### config.mk
export PLATFORM = sky130hd
export DESIGN_NAME = axi_default_slave
export DESIGN_NICKNAME = d
export VERILOG_FILES = /design/src/rtl/axi_default_slave.sv
export SDC_FILE = /design/constraint.sdc
export NUM_CORES = 1
export LEC_CHECK = 0
export BUFFER_PORTS_ARGS = -buffer_cell sky130_fd_sc_hd__buf_2
export CORE_AREA = 2 2 59 72
export CTS_BUF_LIST = sky130_fd_sc_hd__clkbuf_2
export CTS_CLUSTER_DIAMETER = 120
export DETAILED_ROUTE_END_ITERATION = 10
export DIE_AREA = 0 0 61 74
export GPL_ROUTABILITY_DRIVEN = 0
export GPL_TIMING_DRIVEN = 0
export PLACE_DENSITY = 0.81
export SETUP_SLACK_MARGIN = 0.2
export SYNTH_ARGS = -nofsm -noshare
export SYNTH_HDL_FRONTEND = slang
export SYNTH_SLANG_ARGS = --single-unit
### constraint.sdc
create_clock -name clk -period 1.15 [get_ports clk]
set_input_delay 0.0575 -clock clk [delete_from_list [all_inputs] [get_ports clk]]
set_output_delay 0.0575 -clock clk [all_outputs]
set_load 0.1 [all_outputs]
### src/rtl/axi_default_slave.sv
// Default AXI slave: completes every unmapped read or write burst with a DECERR
// response. Read and write channels run as two independent FSMs.
module axi_default_slave #(
  parameter int IDW  = 8,
  parameter int DW   = 32,
  parameter int LENW = 4
) (
  input  logic            clk,
  input  logic            rst,
  input  logic [IDW-1:0]  ARID_S,
  input  logic [LENW-1:0] ARLEN_S,
  input  logic            ARVALID_S,
  output logic            ARREADY_S,
  output logic [IDW-1:0]  RID_S,
  output logic [DW-1:0]   RDATA_S,
  output logic [1:0]      RRESP_S,
  output logic            RLAST_S,
  output logic            RVALID_S,
  input  logic            RREADY_S,
  input  logic [IDW-1:0]  AWID_S,
  input  logic            AWVALID_S,
  output logic            AWREADY_S,
  input  logic            WLAST_S,
  input  logic            WVALID_S,
  output logic            WREADY_S,
  output logic [IDW-1:0]  BID_S,
  output logic [1:0]      BRESP_S,
  output logic            BVALID_S,
  input  logic            BREADY_S,
  output logic            dbg_r_state_o,
  output logic [1:0]      dbg_w_state_o
);

  // Handshake rule on every channel: a transfer happens on a rising clk edge
  // where VALID and READY are both high; an asserted VALID here keeps its
  // payload stable until that transfer completes.

  localparam logic [1:0] RESP_DECERR = 2'b11;

  typedef enum logic {R_IDLE, R_DATA} r_state_e;
  typedef enum logic [1:0] {W_IDLE, W_DATA, W_RESP} w_state_e;

  r_state_e        r_state_q, r_state_d;
  logic [IDW-1:0]  rid_q, rid_d;
  logic [LENW-1:0] rlen_q, rlen_d;
  logic [LENW-1:0] rcnt_q, rcnt_d;
  logic            r_last;

  w_state_e        w_state_q, w_state_d;
  logic [IDW-1:0]  wid_q, wid_d;

  always_ff @(posedge clk) begin
    if (rst) begin
      r_state_q <= R_IDLE;
      rid_q     <= '0;
      rlen_q    <= '0;
      rcnt_q    <= '0;
      w_state_q <= W_IDLE;
      wid_q     <= '0;
    end else begin
      r_state_q <= r_state_d;
      rid_q     <= rid_d;
      rlen_q    <= rlen_d;
      rcnt_q    <= rcnt_d;
      w_state_q <= w_state_d;
      wid_q     <= wid_d;
    end
  end

  // The last beat leaves R_DATA before rcnt_q could wrap, so LEN=all-ones is safe.
  assign r_last = (rcnt_q == rlen_q);

  always_comb begin
    r_state_d = r_state_q;
    rid_d     = rid_q;
    rlen_d    = rlen_q;
    rcnt_d    = rcnt_q;
    ARREADY_S = 1'b0;
    RVALID_S  = 1'b0;
    RLAST_S   = 1'b0;
    RID_S     = '0;
    RRESP_S   = 2'b00;
    RDATA_S   = '0;
    case (r_state_q)
      R_IDLE: begin
        ARREADY_S = 1'b1;
        if (ARVALID_S) begin
          rid_d     = ARID_S;
          rlen_d    = ARLEN_S;
          rcnt_d    = '0;
          r_state_d = R_DATA;
        end
      end
      R_DATA: begin
        RVALID_S = 1'b1;
        RLAST_S  = r_last;
        RID_S    = rid_q;
        RRESP_S  = RESP_DECERR;
        if (RREADY_S) begin
          if (r_last) r_state_d = R_IDLE;
          else        rcnt_d    = rcnt_q + LENW'(1);
        end
      end
      default: r_state_d = R_IDLE;
    endcase
  end

  // Write beats are swallowed without a length check; only WLAST ends the burst.
  always_comb begin
    w_state_d = w_state_q;
    wid_d     = wid_q;
    AWREADY_S = 1'b0;
    WREADY_S  = 1'b0;
    BVALID_S  = 1'b0;
    BID_S     = '0;
    BRESP_S   = 2'b00;
    case (w_state_q)
      W_IDLE: begin
        AWREADY_S = 1'b1;
        if (AWVALID_S) begin
          wid_d     = AWID_S;
          w_state_d = W_DATA;
        end
      end
      W_DATA: begin
        WREADY_S = 1'b1;
        if (WVALID_S && WLAST_S) w_state_d = W_RESP;
      end
      W_RESP: begin
        BVALID_S = 1'b1;
        BID_S    = wid_q;
        BRESP_S  = RESP_DECERR;
        if (BREADY_S) w_state_d = W_IDLE;
      end
      default: w_state_d = W_IDLE;
    endcase
  end

  assign dbg_r_state_o = r_state_q;
  assign dbg_w_state_o = w_state_q;

endmodule

==> After elaboration in Yosys (flattened, before gate mapping) <==
Cells that the tools add are included.
{ "totals": {"register_bits": 27, "in_bits": 28, "output_inout_bits": 61, "elab_cells": 45} }
{ "classes": {"add_sub_neg": 1, "n_eq_ne": 9, "muxes": 22, "bitwise": 1, "n_reduce_logical": 6} }
{ "op_table": {"columns": ["operator", "count"], "rows": [
  ["2-to-1 mux 8 bit", 2],
  ["2-to-1 mux 4 bit", 3],
  ["!= test 2 bit, second input constant", 6],
  ["2-to-1 mux 2 bit", 5],
  ["2-to-1 mux 1 bit", 9],
  ["case mux 4 bit (2 select lines)", 1],
  ["case mux 2 bit (3 select lines)", 1],
  ["AND reduction 3 bit", 2],
  ["adder 4 x 1 -> 4 bit, second input constant", 1],
  ["equality test 4 bit", 1],
  ["AND reduction 2 bit", 2],
  ["equality test 2 x 1 -> 1 bit, second input constant", 1],
  ["equality test 2 bit, second input constant", 1],
  ["logical NOT 2 bit", 1],
  ["case mux 1 bit (2 select lines)", 1],
  ["logical AND 1 bit", 1],
  ["inverter 1 bit", 1]
]} }

==> Logic depth before layout (Yosys ltp) <==
Gate-level depths: netlist of the first run.
{ "depth": {"word_depth": 4, "depth_mapped": 5, "depth_no_buf": 5} }

==> Worst setup path before layout of the first run <==
Ideal clock, no wire load.
{ "synth_path": {"path_kind": "reg-to-output", "start": "register r_state_q (netlist: dbg_r_state_o)", "end": "output port RLAST_S", "t_arrival_ns": 3.270, "required_time_ns": 1.092, "path_slack_ns": -2.177, "stages_incl_launch_ff": 3, "path_buffers": 0, "path_cell_list": "dfxtp_1 -> inv_1 -> nor2_1"} }
{ "synth_between": {"elab_chain_len": 1} }
{ "synth_rtl": {"columns": ["element", "line_no", "source"], "rows": [
  ["start: declaration", "43", "r_state_e r_state_q, r_state_d;"],
  ["start signal: assignment", "61", "r_state_q <= r_state_d;"],
  ["2-to-1 mux 1 bit", "84", "case (r_state_q)"],
  ["end: declaration", "17", "output logic RLAST_S,"]
]} }
Every way passes these cells.

==> Worst setup path after layout of the first run <==
{ "layout_path": {"start": "register rlen_q[0]", "end": "output port RLAST_S"} }
{ "layout_between": {"elab_chain_len": 2} }
{ "layout_rtl": {"columns": ["element", "line_no", "source"], "rows": [
  ["start: declaration", "45", "logic [LENW-1:0] rlen_q, rlen_d;"],
  ["start signal: assignment", "63", "rlen_q <= rlen_d;"],
  ["equality test 4 bit", "71", "assign r_last = (rcnt_q == rlen_q);"],
  ["2-to-1 mux 1 bit", "84", null]
]} }
Every way passes these cells.

==> out/qor.yml, run 1 <==
fin_nets: 370
rrSetupSlack_ps: -370
slew_headroom_pct: 47.6
synth_warnings: 0
p_per_area_nw_per_um2: 940
p_total_mw: 3.22
io_buffers: 56
ff2ff_path_depth: 6
wire_per_inst_um: 16.2
critical-path-top-delay-family: "flip-flops"
crit_path_start_kind: "flop"
dieArea_sq_um: 4510
synth.top_cells.by_area: "dfxtp_1, buf_4, nand2_1, a21oi_1, and2_1"
fmax_mhz: 614
p_leak_nw: 1.59
max_stage_delay_ps: 420
multiInputGateArea_sq_um: 1050
worstPathCellList: "xnor2_2 > nand4_1 > nor2_4 > buf_12"
clockBufferDepth: 2
rsz0062_at_grt: "true"
synth_common_cells: "nand2_1, buf_4, dfxtp_1"
ys.flop_type: "dfxtp_1"
async_reset_ff_share_pct: 0
grt_usage_pct: 22.4
num_vias: 1807
critPathLaunch: "rlen_q[0]"
synth.most_common_cell: "nand2_1"
gr-total-overflow: 0
dp_hpwl_um: 2550
ctsHtreeMaxLevel: 1
rr_startpoint: "rlen_q[0]"
root_buffer: "clkbuf_2"
arrival_ps: 1570
status: "finished, violations left"
die_w_um: 61
endpoint: "RLAST_S"
synth_top_area_share_pct: 36.7
syn-cell-area_sq_um: 1470
vias_per_cell: 4.59
dr.pass1.iters: 4
hold_ws_ps: 46.9
min_path_type: "input pin to flop"
drt_iter0_markers: 67
ioPinCount: 89
critPathSlowestCell: "dfxtp_2"
layout-drive-gt1-share_pct: 61.5
cts_tree: "yes"
setup_viol: 56
synth_edf_count: 0
r2r-end: "rcnt_q[2]"
fillCellCount: 189
grt_antenna_before_repair: 0
clkTransAtPathRegs_ps: 290
hold_viol_final: 0
ys_ff_latch: 27
path_depth: 4
cts_sinks: 27
avgSynthCellArea_sq_um: 7.58
finalCriticalPeriod_ps: 1630
crit_required_ps: 1090
register_area_sq_um: 567
report.final.slew_viol_count: 0
drc_errors: 0
num_antenna_cells: 0
dpl_cell_area_sq_um: 2110
endpoint_kind: "primary output"
synth_cell_types: 24
worst-path-buf-inv: 1
grt_pass1_vias: 1712
numCtsBuffers: 3
worst_slew_pin_slew_ps: 786
routed_wl_um: 6370
synth_top_area_cell: "dfxtp_1"
fin_ws_ps: -480
clock_latency_ps: 390
dieHeight_um: 74
initial_utilization_pct: 38.2
fin_skew_ps: 30.5
place_ws_ps: -383
finalCoreUtilization_pct: 89.0
rows: 25
seq_area_frac_synth_pct: 36.7
irDropWorstVdd_uv: 654
core_sq_um: 3850
holdPathStages: 3
grt_pass1_wl_um: 7620
final_area_sq_um: 3420
period_share_pct: 142
violations: "negative setup slack"
synth_cells: 194
grt_max_degree: 17
max-cap-violations: 0
cp_max_fo: 3
critPathKind: "flop to primary output"
postRouteAntennaNets: 0
layout-area-overhead-vs-synth_pct: 133
power breakdown:
part	internal [mW]	switching (mW)	total, mW
clock	0.0805	0.310	0.391
combinational	0.637	1.14	1.78
sequential	0.988	0.0602	1.05
kinds of logic after synthesis:
family	synth area share, %
other cells	0.255
compound gates	10.5
simple gates	26.4
xor+xnor	2.38
mux	1.45
fa+ha+maj	0.850
flops	36.7
buf+inv	21.4
per-layer routing:
| metal | routed length [um] | share of wire, % | global-route usage, % | up-vias |
|---|---|---|---|---|
| met5 | 0 | 0 | 0 | - |
| met4 | 180 | 2.8 | 10.1 | 0 |
| met3 | 412 | 6.5 | 3.83 | 18 |
| met2 | 3500 | 55 | 44.8 | 86 |
| met1 | 2280 | 36 | 21.3 | 848 |
| li1 | - | - | - | 855 |
worst reg2reg max path, cell delays in order, from the launching register on:
cell	delay, ps
dfxtp_2	420
xnor2_2	190
nand4_1	220
buf_4	200
buf_4	140
mux2i_1	110
o31ai_1	180
worst min-delay path by stage:
stage,from,end
final,rst,rcnt_q[3]
after global routing,rst,rcnt_q[3]
after CTS,AWVALID_S,dbg_w_state_o[0]
after detailed placement,AWID_S[7],wid_q[7]
after global placement,AWID_S[7],wid_q[7]
after floorplan,AWID_S[0],wid_q[0]
area by class of cell:
type | count | share of cell area, %
Multi-Input combinational cell | 151 | 30.8
Clock buffer | 3 | 0.438
Sequential cell | 27 | 16.6
Timing Repair Buffer | 111 | 37.0
Buffer | 45 | 12.6
Clock inverter | 1 | 0.219
Inverter | 2 | 0.329
Tap cell | 54 | 1.97
metrics by stage:
stage	instances	TNS, ps
global route	394	-16490
global placement	335	-7650
floorplan	225	-17970
finish	394	-14930
detailed placement	335	-8120
CTS	382	-11210
layout by cell type (no fill, tap or decap), drive strengths merged, types with 2 or more instances in the layout:
| cell type | instances |
|---|---|
| nor2b | 3 |
| buf | 126 |
| a21oi | 23 |
| conb | 32 |
| nor2 | 9 |
| clkinvlp | 2 |
| nand2 | 47 |
| nand4 | 3 |
| clkbuf | 7 |
| and2 | 17 |
| o211ai | 3 |
| dfxtp | 27 |
| xnor2 | 4 |
| dlygate4sd3 | 26 |
sequential cells by signal, summed over array words and instances, names as in the netlist:
signal,count
rid_q,8
dbg_w_state_o,2
wid_q,8
rcnt_q,4
dbg_r_state_o,1
rlen_q,4
what timing repair did:
| action | 4_1_cts | 5_1_grt |
|---|---|---|
| pin swaps | 17 | 33 |
| hold endpoints to repair | 24 | 1 |
| resized for setup | 149 | 68 |
| cloned | 2 | 1 |
| hold buffers | 25 | 1 |
| endpoints found under the setup margin | 55 | 56 |
| setup buffers | 16 | 10 |
(Power assumes the default switching activity.)
==> run 2, diff against run 1 <==
--- a/config.mk
+++ b/config.mk
@@ -9,10 +9,9 @@
 export CORE_AREA = 2 2 59 72
 export CTS_BUF_LIST = sky130_fd_sc_hd__clkbuf_2
-export CTS_CLUSTER_DIAMETER = 120
 export DETAILED_ROUTE_END_ITERATION = 10
 export DIE_AREA = 0 0 61 74
 export GPL_ROUTABILITY_DRIVEN = 0
 export GPL_TIMING_DRIVEN = 0
-export PLACE_DENSITY = 0.81
+export PLACE_DENSITY = 0.78
 export SETUP_SLACK_MARGIN = 0.2
 export SYNTH_ARGS = -nofsm -noshare
==> constraint.sdc (replaced) <==
create_clock -name clk -period 2 [get_ports clk]
set_input_delay 0.3 -clock clk [delete_from_list [all_inputs] [get_ports clk]]
set_output_delay 0.3 -clock clk [all_outputs]
set_load 0.1 [all_outputs]
==> out/qor.yml, run 2 (synthesis results as in run 1) <==
status: "finished clean"
io_buffers: 56  # unchanged
drc_errors: 0  # unchanged
arrival_ps: 1510  # -60 ps
final_area_sq_um: 2250  # -34%
cts_sinks: 27  # unchanged
hold_buffers: 0  # -100%
layout_common_cells: "nand2_1, buf_4, buf_2, conb_1, a21oi_1"
met3_wirelength_um: 217  # -47%
hold_viol_final: 0  # unchanged
dieArea_sq_um: 4510  # unchanged
period_share_pct: 90.4
critPathSlowestCell: "dfxtp_2"
clkTransAtPathRegs_ps: 270  # -20 ps
multiInputGateArea_sq_um: 810  # -23%
max-cap-violations: 0  # unchanged
numCtsBuffers: 3  # unchanged
wire_per_inst_um: 10.1  # -37%
routed_wl_um: 3460  # -46%
report.final.slew_viol_count: 0  # unchanged
worst-path-buf-inv: 1  # unchanged
postRouteAntennaNets: 0  # unchanged
endpoint_kind: "primary output"
critical-path-top-delay-family: "flip-flops"
crit_path_start_kind: "flop"
clock_latency_ps: 350  # -40 ps
irDropWorstVdd_uv: 340  # -48%
core_sq_um: 3850  # unchanged
finalCriticalPeriod_ps: 1810
fillCellCount: 361  # +91%
register_area_sq_um: 557  # -1.8%
die_w_um: 61  # unchanged
grt_antenna_before_repair: 0  # unchanged
layout-drive-gt1-share_pct: 47.6  # -14 points
drt-met1-wl_um: 1240  # -46%
dieHeight_um: 74  # unchanged
min_path_type: "input pin to flop"
grt_usage_pct: 13.7  # -8.8 points
dp_hpwl_um: 2450  # -3.7%
reg_top3: "rid_q: 8 flops, wid_q: 8 flops"
grt_max_degree: 17  # unchanged
dr.pass1.iters: 4  # unchanged
vias_per_cell: 4.08  # -11%
p_leak_nw: 1.11  # -31%
clockBufferDepth: 2  # unchanged
root_buffer: "clkbuf_2"
critPathKind: "flop to primary output"
initial_utilization_pct: 38.2  # unchanged
grt_pass1_vias: 1218  # -29%
ioPinCount: 89  # unchanged
num_vias: 1396  # -23%
drt_iter0_markers: 52  # -22%
crit_required_ps: 1700  # +610 ps
rsz0062_at_grt: "true"
rows: 25  # unchanged
gr-total-overflow: 0  # unchanged
fin_skew_ps: 3.12  # -27.4 ps
fmax_mhz: 553
cp_max_fo: 3  # unchanged
setup-tns-final_ps: 0  # +14930 ps
layout-area-overhead-vs-synth_pct: 52.7
num_antenna_cells: 0  # unchanged
p_per_area_nw_per_um2: 676  # -28%
fin_nets: 318  # -14%
worstPathCellList: "xnor2_1 > nand4_1 > nor2_4 > buf_12"
wl_met2_um: 1960  # -44%
dpl_cell_area_sq_um: 2000  # -4.9%
setup_viol: 0  # -100%
grt_pass1_wl_um: 4800  # -37%
cts_tree: "yes"
top_layer_used: "met4"
ctsHtreeMaxLevel: 1  # unchanged
layout_commonest_cell: "nand2_1"
max_stage_delay_ps: 400  # -20 ps
-- run 2: changes by cell type in the layout (fill, tap and decap cells not counted), moves of 9 or more --
cell,delta
buf_6,-9
nand2_1,+21
buf_12,-29
and2_4,-9
dlygate4sd3_1,-26
a21oi_1,+16
a21oi_2,-16
nand2_4,-15
-- run 2: what timing repair did --
item | in CTS | in global routing
gates cloned | 0 | 1
pin swaps | 1 | 2
buffers inserted | 2 | 0
setup endpoints to repair | 20 | 20
resized for setup | 43 | 24
-- run 2: layout make-up --
type / instances / area share (%)
well taps: 54 / 3.01
inverters: 2 / 0.501
plain buffers: 45 / 14.0
clock inverters: 1 / 0.278
multi-input cells: 151 / 36.0
repair buffers: 59 / 20.7
clock buffers: 3 / 0.668
flip-flops and latches: 27 / 24.8
-- run 2: metal layers --
metal | GRT usage (%) | vias to the layer above
met2 | 28.2 | 47
met1 | 12.1 | 606
li1 | - | 739
met5 | 0 | -
met4 | 5.56 | 0
met3 | 2.78 | 4
-- run 2: tightest hold or removal path: cells and delay by family --
family	cells	cell delay (ps)
buffers and inverters	1	100
AOI/OAI and AO/OA	1	50
and+or+nand+nor	1	40
-- run 2: path summary, 6_finish.rpt --
kind	startpoint	end	slack (ps)	cells after the start
max	rlen_q[1]	RLAST_S	190	4
min	ARLEN_S[3]	rlen_q[3]	130	3
max reg2reg	dbg_r_state_o	rid_q[2]	540	5
min reg2reg	rid_q[7]	rid_q[7]	470	2
-- run 2: through the flow --
stage | instances | hold slack [ps] | utilization [%] | setup slack, ps | power, mW
final | 342 | 132 | 58.4 | 193 | 1.52
after CTS | 341 | 110 | 56.7 | 99.8 | 1.51
after global placement | 335 | 437 | 52.1 | 264 | 1.27
after detailed placement | 335 | 443 | 52.1 | 225 | 1.28
after global routing | 342 | 72.0 | 58.4 | 103 | 1.58
after floorplan | 225 | 432 | - | -97.8 | 1.20
-- run 2: power breakdown --
| part | internal, mW | leakage [nW] | switching (mW) |
|---|---|---|---|
| registers | 0.570 | 0.226 | 0.0233 |
| clock network | 0.0489 | 0.0169 | 0.169 |
| logic | 0.159 | 0.862 | 0.548 |
